`src/rtl/vpu_pkg.sv`:
```
// Purpose : shared types, pathway encodings and fixed-point helpers for vpu_pipe.
// Latency : n/a (package only).
// Backpressure: n/a. VPU_PIPE_SAT_EN selects saturating (defined) or wrapping (undefined) reduction.
package vpu_pkg;

    // Widest supported DATA_W; intermediates are held wide enough that no
    // DATA_W+1 sum or 2*DATA_W product can overflow before reduction.
    localparam int MAX_W = 32;
    localparam int PW    = 2 * MAX_W + 2;

    typedef logic signed [MAX_W-1:0] word_t;
    typedef logic signed [PW-1:0]    wide_t;

    // Bit positions inside the 4-bit pathway tag {bias, lr, loss, lrd}.
    localparam int P_LRD  = 0;
    localparam int P_LOSS = 1;
    localparam int P_LR   = 2;
    localparam int P_BIAS = 3;

    localparam logic [3:0] PATH_NONE  = 4'b0000;
    localparam logic [3:0] PATH_FWD   = 4'b1100;
    localparam logic [3:0] PATH_TRANS = 4'b1111;
    localparam logic [3:0] PATH_BWD   = 4'b0001;

    // One lane's view of a beat between stages. Words are always the sign
    // extension of a DATA_W value.
    typedef struct packed {
        logic [3:0] pathway;
        logic       lane_valid;
        word_t      data;
        word_t      y;
        word_t      h;
    } beat_t;

    // Full-precision product, arithmetic shift right (rounds toward -inf).
    function automatic wide_t fx_mul_shift(input wide_t a, input wide_t b, input int frac_w);
        return (a * b) >>> frac_w;
    endfunction

    // Bring a wide intermediate back to a data_w-bit value (sign-extended to word_t).
    function automatic word_t fx_reduce(input wide_t v, input int data_w);
`ifdef VPU_PIPE_SAT_EN
        wide_t hi;
        wide_t lo;
        hi = (wide_t'(1) <<< (data_w - 1)) - wide_t'(1);
        lo = -hi - wide_t'(1);
        if (v > hi)
            return word_t'(hi);
        else if (v < lo)
            return word_t'(lo);
        else
            return word_t'(v);
`else
        return word_t'((v <<< (PW - data_w)) >>> (PW - data_w));
`endif
    endfunction

endpackage

```
`src/rtl/vpu_pipe_if.sv`:
```
// Purpose : beat handshake bundle between the systolic array side and vpu_pipe.
// Latency : n/a (wiring only).
// Backpressure: in_ready/out_ready; master = producer/consumer side, slave = vpu_pipe.
interface vpu_pipe_if #(
    parameter int N_LANES = 2,
    parameter int DATA_W  = 16
);
    logic                             in_valid;
    logic                             in_ready;
    logic [3:0]                       in_pathway;
    logic [N_LANES-1:0]               in_lane_valid;
    logic [N_LANES-1:0][DATA_W-1:0]   in_data;
    logic [N_LANES-1:0][DATA_W-1:0]   in_bias;
    logic [N_LANES-1:0][DATA_W-1:0]   in_y;
    logic [N_LANES-1:0][DATA_W-1:0]   in_h;
    logic [DATA_W-1:0]                leak_factor;
    logic [DATA_W-1:0]                inv_2n;
    logic                             out_valid;
    logic                             out_ready;
    logic [N_LANES-1:0]               out_lane_valid;
    logic [N_LANES-1:0][DATA_W-1:0]   out_data;
    logic                             idle;

    modport master (
        output in_valid, in_pathway, in_lane_valid, in_data, in_bias, in_y, in_h,
               leak_factor, inv_2n, out_ready,
        input  in_ready, out_valid, out_lane_valid, out_data, idle
    );

    modport slave (
        input  in_valid, in_pathway, in_lane_valid, in_data, in_bias, in_y, in_h,
               leak_factor, inv_2n, out_ready,
        output in_ready, out_valid, out_lane_valid, out_data, idle
    );
endinterface

```
`src/rtl/vpu_pipe_lane.sv`:
```
// Purpose : one lane's 4-stage datapath (bias, leaky ReLU, loss, leaky ReLU derivative).
// Latency : 4 registered stages; all advance together on adv.
// Backpressure: every register holds while adv = 0. Ports: per-beat operands in, lane result out.
module vpu_pipe_lane
    import vpu_pkg::*;
#(
    parameter int DATA_W = 16,
    parameter int FRAC_W = 8
) (
    input  logic              clk,
    input  logic              rst,
    input  logic              adv,
    input  logic [3:0]        in_pathway,
    input  logic              in_lane_valid,
    input  logic [DATA_W-1:0] in_data,
    input  logic [DATA_W-1:0] in_bias,
    input  logic [DATA_W-1:0] in_y,
    input  logic [DATA_W-1:0] in_h,
    input  logic [DATA_W-1:0] leak_factor,
    input  logic [DATA_W-1:0] inv_2n,
    output logic              out_lane_valid,
    output logic [DATA_W-1:0] out_data
);

    function automatic word_t sx(input logic [DATA_W-1:0] v);
        return word_t'(signed'(v));
    endfunction

    beat_t s1_q, s2_q, s3_q;
    beat_t s1_d, s2_d, s3_d;
    word_t s3_hc_q;     // S2 output h, riding alongside the beat into S3
    word_t s4_q, s4_d;
    logic  s4_lv_q;
    word_t hsel;
    word_t leak, inv;

    assign leak = sx(leak_factor);
    assign inv  = sx(inv_2n);

    always_comb begin
        s1_d            = '0;
        s1_d.pathway    = in_pathway;
        s1_d.lane_valid = in_lane_valid;
        s1_d.y          = sx(in_y);
        s1_d.h          = sx(in_h);
        s1_d.data       = sx(in_data);
        if (in_pathway[P_BIAS])
            s1_d.data = fx_reduce(wide_t'(sx(in_data)) + wide_t'(sx(in_bias)), DATA_W);

        s2_d = s1_q;
        if (s1_q.pathway[P_LR] && s1_q.data < 0)
            s2_d.data = fx_reduce(fx_mul_shift(wide_t'(s1_q.data), wide_t'(leak), FRAC_W), DATA_W);

        s3_d = s2_q;
        if (s2_q.pathway[P_LOSS])
            s3_d.data = fx_reduce(fx_mul_shift(wide_t'(s2_q.data) - wide_t'(s2_q.y),
                                               wide_t'(inv), FRAC_W), DATA_W);

        // Transition beats differentiate against their own activation; pure
        // backward beats bring the cached H in with the operands.
        hsel = s3_q.pathway[P_LOSS] ? s3_hc_q : s3_q.h;
        s4_d = s3_q.data;
        if (s3_q.pathway[P_LRD] && hsel < 0)
            s4_d = fx_reduce(fx_mul_shift(wide_t'(s3_q.data), wide_t'(leak), FRAC_W), DATA_W);
    end

    always_ff @(posedge clk or posedge rst) begin
        if (rst) begin
            s1_q    <= '0;
            s2_q    <= '0;
            s3_q    <= '0;
            s3_hc_q <= '0;
            s4_q    <= '0;
            s4_lv_q <= 1'b0;
        end else if (adv) begin
            s1_q    <= s1_d;
            s2_q    <= s2_d;
            s3_q    <= s3_d;
            s3_hc_q <= s2_q.data;
            s4_q    <= s4_d;
            s4_lv_q <= s3_q.lane_valid;
        end
    end

    assign out_lane_valid = s4_lv_q;
    assign out_data       = s4_lv_q ? s4_q[DATA_W-1:0] : '0;

    // S3 fields that S4 never consumes, and the sign-extension bits of S4.
    logic unused_bits;
    assign unused_bits = ^{s3_q.y, s3_q.pathway[3:2], s4_q};

endmodule

```
`src/rtl/vpu_pipe.sv`:
```
// Purpose : N_LANES-wide pipelined VPU (bias -> leaky ReLU -> loss -> leaky ReLU derivative).
// Latency : 4 cycles accept-to-out_valid, 1 beat/cycle; ports clk, rst, bus (vpu_pipe_if.slave).
// Backpressure: whole pipe holds when out_valid && !out_ready; in_ready = out_ready || !out_valid.
// Build option VPU_PIPE_SAT_EN: saturate stage results instead of wrapping.
module vpu_pipe
    import vpu_pkg::*;
#(
    parameter int N_LANES = 2,
    parameter int DATA_W  = 16,
    parameter int FRAC_W  = 8
) (
    input  logic       clk,
    input  logic       rst,
    vpu_pipe_if.slave  bus
);

    logic [3:0] vld_q;      // vld_q[k] = stage k+1 holds a beat
    logic [2:0] cnt_q;      // beats in flight, 0..4
    logic       adv;
    logic       acc;
    logic       out_hs;

    assign adv           = bus.out_ready || !vld_q[3];
    assign acc           = bus.in_valid && adv;
    assign out_hs        = vld_q[3] && bus.out_ready;
    assign bus.in_ready  = adv;
    assign bus.out_valid = vld_q[3];
    assign bus.idle      = (cnt_q == 3'd0);

    always_ff @(posedge clk or posedge rst) begin
        if (rst) begin
            vld_q <= '0;
            cnt_q <= '0;
        end else begin
            if (adv)
                vld_q <= {vld_q[2:0], acc};
            case ({acc, out_hs})
                2'b10:   cnt_q <= cnt_q + 3'd1;
                2'b01:   cnt_q <= cnt_q - 3'd1;
                default: cnt_q <= cnt_q;
            endcase
        end
    end

    for (genvar i = 0; i < N_LANES; i++) begin : g_lane
        // Bubbles enter with lane_valid = 0 so they surface as zero data.
        vpu_pipe_lane #(
            .DATA_W (DATA_W),
            .FRAC_W (FRAC_W)
        ) u_lane (
            .clk            (clk),
            .rst            (rst),
            .adv            (adv),
            .in_pathway     (bus.in_pathway),
            .in_lane_valid  (bus.in_lane_valid[i] & bus.in_valid),
            .in_data        (bus.in_data[i]),
            .in_bias        (bus.in_bias[i]),
            .in_y           (bus.in_y[i]),
            .in_h           (bus.in_h[i]),
            .leak_factor    (bus.leak_factor),
            .inv_2n         (bus.inv_2n),
            .out_lane_valid (bus.out_lane_valid[i]),
            .out_data       (bus.out_data[i])
        );
    end

endmodule

```
`src/flat_wrapper.sv`:
```
// flat-port wrapper written by rule: the top's interface ports become plain ports
module vpu_pipe_flat import vpu_pkg::*;
#(
    parameter int N_LANES = 2,
    parameter int DATA_W  = 16,
    parameter int FRAC_W  = 8
)
  (clk, rst, bus_in_valid, bus_in_pathway, bus_in_lane_valid, bus_in_data, bus_in_bias, bus_in_y, bus_in_h, bus_leak_factor, bus_inv_2n, bus_out_ready, bus_in_ready, bus_out_valid, bus_out_lane_valid, bus_out_data, bus_idle);
  vpu_pipe_if #(.N_LANES(N_LANES), .DATA_W(DATA_W)) bus_i ();
  input  logic clk;
  input  logic rst;
  input wire logic [$bits(bus_i.in_valid)-1:0] bus_in_valid;
  input wire logic [$bits(bus_i.in_pathway)-1:0] bus_in_pathway;
  input wire logic [$bits(bus_i.in_lane_valid)-1:0] bus_in_lane_valid;
  input wire logic [$bits(bus_i.in_data)-1:0] bus_in_data;
  input wire logic [$bits(bus_i.in_bias)-1:0] bus_in_bias;
  input wire logic [$bits(bus_i.in_y)-1:0] bus_in_y;
  input wire logic [$bits(bus_i.in_h)-1:0] bus_in_h;
  input wire logic [$bits(bus_i.leak_factor)-1:0] bus_leak_factor;
  input wire logic [$bits(bus_i.inv_2n)-1:0] bus_inv_2n;
  input wire logic [$bits(bus_i.out_ready)-1:0] bus_out_ready;
  output wire logic [$bits(bus_i.in_ready)-1:0] bus_in_ready;
  output wire logic [$bits(bus_i.out_valid)-1:0] bus_out_valid;
  output wire logic [$bits(bus_i.out_lane_valid)-1:0] bus_out_lane_valid;
  output wire logic [$bits(bus_i.out_data)-1:0] bus_out_data;
  output wire logic [$bits(bus_i.idle)-1:0] bus_idle;
  assign bus_i.in_valid = bus_in_valid;
  assign bus_i.in_pathway = bus_in_pathway;
  assign bus_i.in_lane_valid = bus_in_lane_valid;
  assign bus_i.in_data = bus_in_data;
  assign bus_i.in_bias = bus_in_bias;
  assign bus_i.in_y = bus_in_y;
  assign bus_i.in_h = bus_in_h;
  assign bus_i.leak_factor = bus_leak_factor;
  assign bus_i.inv_2n = bus_inv_2n;
  assign bus_i.out_ready = bus_out_ready;
  assign bus_in_ready = bus_i.in_ready;
  assign bus_out_valid = bus_i.out_valid;
  assign bus_out_lane_valid = bus_i.out_lane_valid;
  assign bus_out_data = bus_i.out_data;
  assign bus_idle = bus_i.idle;
  vpu_pipe #(.N_LANES(N_LANES), .DATA_W(DATA_W), .FRAC_W(FRAC_W)) u_core (.clk(clk), .rst(rst), .bus(bus_i));
endmodule
```
`config.mk`:
```
export PLATFORM = sky130hd
export DESIGN_NAME = vpu_pipe_flat
export DESIGN_NICKNAME = d
export VERILOG_FILES = /design/src/rtl/vpu_pkg.sv /design/src/rtl/vpu_pipe_if.sv /design/src/rtl/vpu_pipe_lane.sv /design/src/rtl/vpu_pipe.sv /design/src/flat_wrapper.sv
export SDC_FILE = /design/constraint.sdc
export NUM_CORES = 2
export LEC_CHECK = 0
export ABC_AREA = 0
export BUFFER_PORTS_ARGS = -buffer_cell sky130_fd_sc_hd__buf_2
export CAP_MARGIN = 25
export CORE_MARGIN = 2
export CORE_UTILIZATION = 60
export DETAILED_ROUTE_END_ITERATION = 7
export PLACE_DENSITY = 0.89
export SETUP_SLACK_MARGIN = 0.2
export SLEW_MARGIN = 20
export SYNTH_ARGS = -nofsm -noshare
export SYNTH_HDL_FRONTEND = slang
export SYNTH_SLANG_ARGS = --single-unit
export TNS_END_PERCENT = 30
```
`constraint.sdc`:
```
create_clock -name clk -period 23 [get_ports clk]
set_clock_uncertainty 0.1 [all_clocks]
set_input_delay 5.75 -clock clk [delete_from_list [all_inputs] [get_ports clk]]
set_output_delay 5.75 -clock clk [all_outputs]
set_load 0.05 [all_outputs]
```
==> impl_metrics.ini <==
[status]
status = finished clean

[setup_path]
slowest_delay_ns = 0.59
crit_chain = buf_2 > nor2b_4 > buf_4 > inv_6 > buf_2
end_kind = output pin
cpLargestDelayFamily = buffers and inverters
path_common_cell = buf_2
crit_path_max_fanout = 106
critPathRequiredTime_ns = 17.15
critical_path_class = in -> out
cp_slowest_cell = inv_6
worst-path-buf-inv = 4
cp.arrival_ns = 7.21
critPathLaunchType = primary input

[timing]
setup_viol = 0
hold_violations = 0
post-route-period-util = 0.568
fmax_ghz = 0.0766
finalMaxSlewViolations = 0
min_period_ns = 13.06
tightest_slew_ns = 1.02
fin_tns_setup_ns = 0
relSlewSlack = 0.316
rsz0062_at_grt = false

[route]
wl_per_cell_microns = 19.7
viasPerCell = 5.79
drtIter0Drc = 4007
ant_nets = 0
drt_wl_total_microns = 153000
num_vias = 45000
first_pass_iters = 6
drc = 0

[place]
io_buffers = 176
dp_hpwl_microns = 116000
gp_congestion = 0.947

[floorplan]
io_pins = 207
start_util = 0.603
fp.dieH_microns = 313
fp.dieW_microns = 313
placementRows = 113
die_area_sq_um = 97700
core_area_sq_um = 94700

[cts]
clock-root-buffer = clkbuf_16
post_cts_resized = 0
cts_sinks = 222
clk_latency_ns = 0.62
clkTransAtPathRegs_ns = 0.06
ctsHoldBuffers = 0
htree_num_levels = 1
cts_tree = yes
cts_max_path_buffers = 3
cts_setup_buffers = 0
numCtsBuffers = 25

[global_routing]
grt_overflow = 0
grt_pass1_wl_microns = 251000
grt_start_max_net_pins = 217
grt_pass1_vias = 49500
antenna_found_initial = 3
grt_use_total = 0.323

[synthesis]
syn_nets = 8357
synth-seq-cells = 222
ys_types = 83
synth-warning-count = 0
syn-cell-area_sq_um = 57100
async_reset_ff_frac = 1.00
syn-instance-count = 6567
synth_ff_type = dfrtp_1
seq_area_frac_synth = 0.0972
synth_edf_count = 0
syn_avg_cell_area_sq_um = 8.70

[finish]
syn2layout_area_growth_pct = 4.35
antenna_cells = 0
layout.nets = 8280
layout-drive-gt1-share = 0.0493

[job]
max_cap_viol_count = 0

[min_path]
min_path_type = reg -> reg
layout make-up:
type                    instances  area (sq um)
flip-flops and latches        222          5560
multi-input cells            4530         44800
repair buffers                228          1300
fillers                      7144         35100
well taps                    1265          1580
clock buffers                  33           686
inverters                    1483          5580
clock inverters                12           144
synth_stat cells, drive strengths merged, types with 4 or more instances:
master / n / share of area
a21oi: 154 / 0.014
nand3: 26 / 0.0023
ha: 489 / 0.11
a2111oi: 6 / 0.0020
nand2b: 63 / 0.0069
o2111ai: 4 / 0.00072
a41o: 6 / 0.0011
xnor2: 185 / 0.028
xnor3: 5 / 0.0020
o22ai: 4 / 0.00055
a211oi: 9 / 0.0013
buf: 11 / 0.00096
o311ai: 4 / 0.00061
nand4b: 6 / 0.00092
or3: 10 / 0.0011
and2: 578 / 0.063
mux2i: 40 / 0.0070
o21bai: 16 / 0.0023
fa: 1131 / 0.40
o31ai: 8 / 0.0012
a21boi: 10 / 0.0013
nand4: 8 / 0.00088
nand2: 1085 / 0.071
o21ai: 180 / 0.016
o211ai: 6 / 0.00096
o31a: 5 / 0.00077
dfrtp: 222 / 0.097
inv: 1482 / 0.097
clkbuf: 321 / 0.021
a21o: 31 / 0.0041
nor3: 52 / 0.0046
nor2b: 70 / 0.0078
xor2: 59 / 0.0090
o21a: 32 / 0.0042
a31oi: 19 / 0.0025
nand3b: 6 / 0.00079
and3: 28 / 0.0031
nor2: 151 / 0.0099
nor4: 4 / 0.00044
or2: 4 / 0.00044
a211o: 7 / 0.0011
metal layers:
layer / up-vias / track usage / wire length [microns]
met4: 4 / 0.176 / 9730
met5: - / 0 / 17
met3: 755 / 0.0829 / 18200
li1: 19200 / - / -
met2: 2658 / 0.532 / 72000
met1: 22400 / 0.391 / 53300
through the flow:
step | hold WS, ns | util | setup WS [ns] | area, sq um | std cells
after global routing | 0.380 | 0.629 | 9.85 | 59600 | 7773
after CTS | 0.369 | 0.629 | 9.97 | 59600 | 7770
after global placement | 0.344 | 0.620 | 9.97 | 58700 | 7723
after detailed placement | 0.350 | 0.620 | 9.91 | 58800 | 7725
after floorplan | 0.330 | - | 9.94 | 57100 | 6567
final | 0.368 | 0.629 | 9.94 | 59600 | 7773
cells by family after synthesis:
family | Yosys count | synth area share
and+or+nand+nor | 2097 | 0.175
buffers and inverters | 1815 | 0.119
adders and majority gates | 1620 | 0.503
AOI/OAI and AO/OA | 521 | 0.0583
xor gates and xnor gates | 249 | 0.0395
DFF | 222 | 0.0972
muxes | 43 | 0.00760
path summary, 6_finish.rpt:
kind	slack, ns	cells after the start	end	startpoint
max in group asynchronous	15.54	4	u_core.g_lane[1].u_lane.s4_q[11]	rst
min in group asynchronous	5.18	2	u_core.vld_q[3]	rst
min reg2reg	0.37	2	u_core.g_lane[0].u_lane.s2_q[96]	u_core.g_lane[0].u_lane.s2_q[96]
min	0.37	2	u_core.g_lane[0].u_lane.s2_q[96]	u_core.g_lane[0].u_lane.s2_q[96]
max	9.94	5	bus_in_ready	bus_out_ready
max reg2reg	13.78	31	u_core.g_lane[1].u_lane.s3_q[94]	u_core.g_lane[1].u_lane.s2_q[32]
state kept, by name (all words and copies together), names as in the netlist:
register	flops
u_core.g_lane.u_lane.s3_q	38
u_core.g_lane.u_lane.s2_q	70
u_core.vld_q	4
u_core.cnt_q	3
u_core.g_lane.u_lane.out_lane_valid	2
u_core.g_lane.u_lane.s1_q	71
u_core.g_lane.u_lane.s4_q	32
u_core.g_lane.u_lane.s3_hc_q	2
tightest hold or removal path, stage by stage (launching register included):
cell and delay, ns:
dfrtp_1 0.34, nand2_1 0.05, nand2_1 0.05
cells in the final DEF, fill, tap and decap left out, types with 67 or more instances in the layout:
master,Yosys,layout
inv_1,1480,1478
fa_1,1131,1131
nand2_1,1085,1085
and2_1,577,577
ha_1,489,489
dfrtp_1,222,222
xnor2_1,184,182
buf_2,2,176
o21ai_0,158,158
nor2_1,151,151
a21oi_1,146,146
nor2b_1,68,67
Power is left out: the tool's default activity adds up to more than one toggle a clock period on the data nets, which glitch-free logic cannot reach.
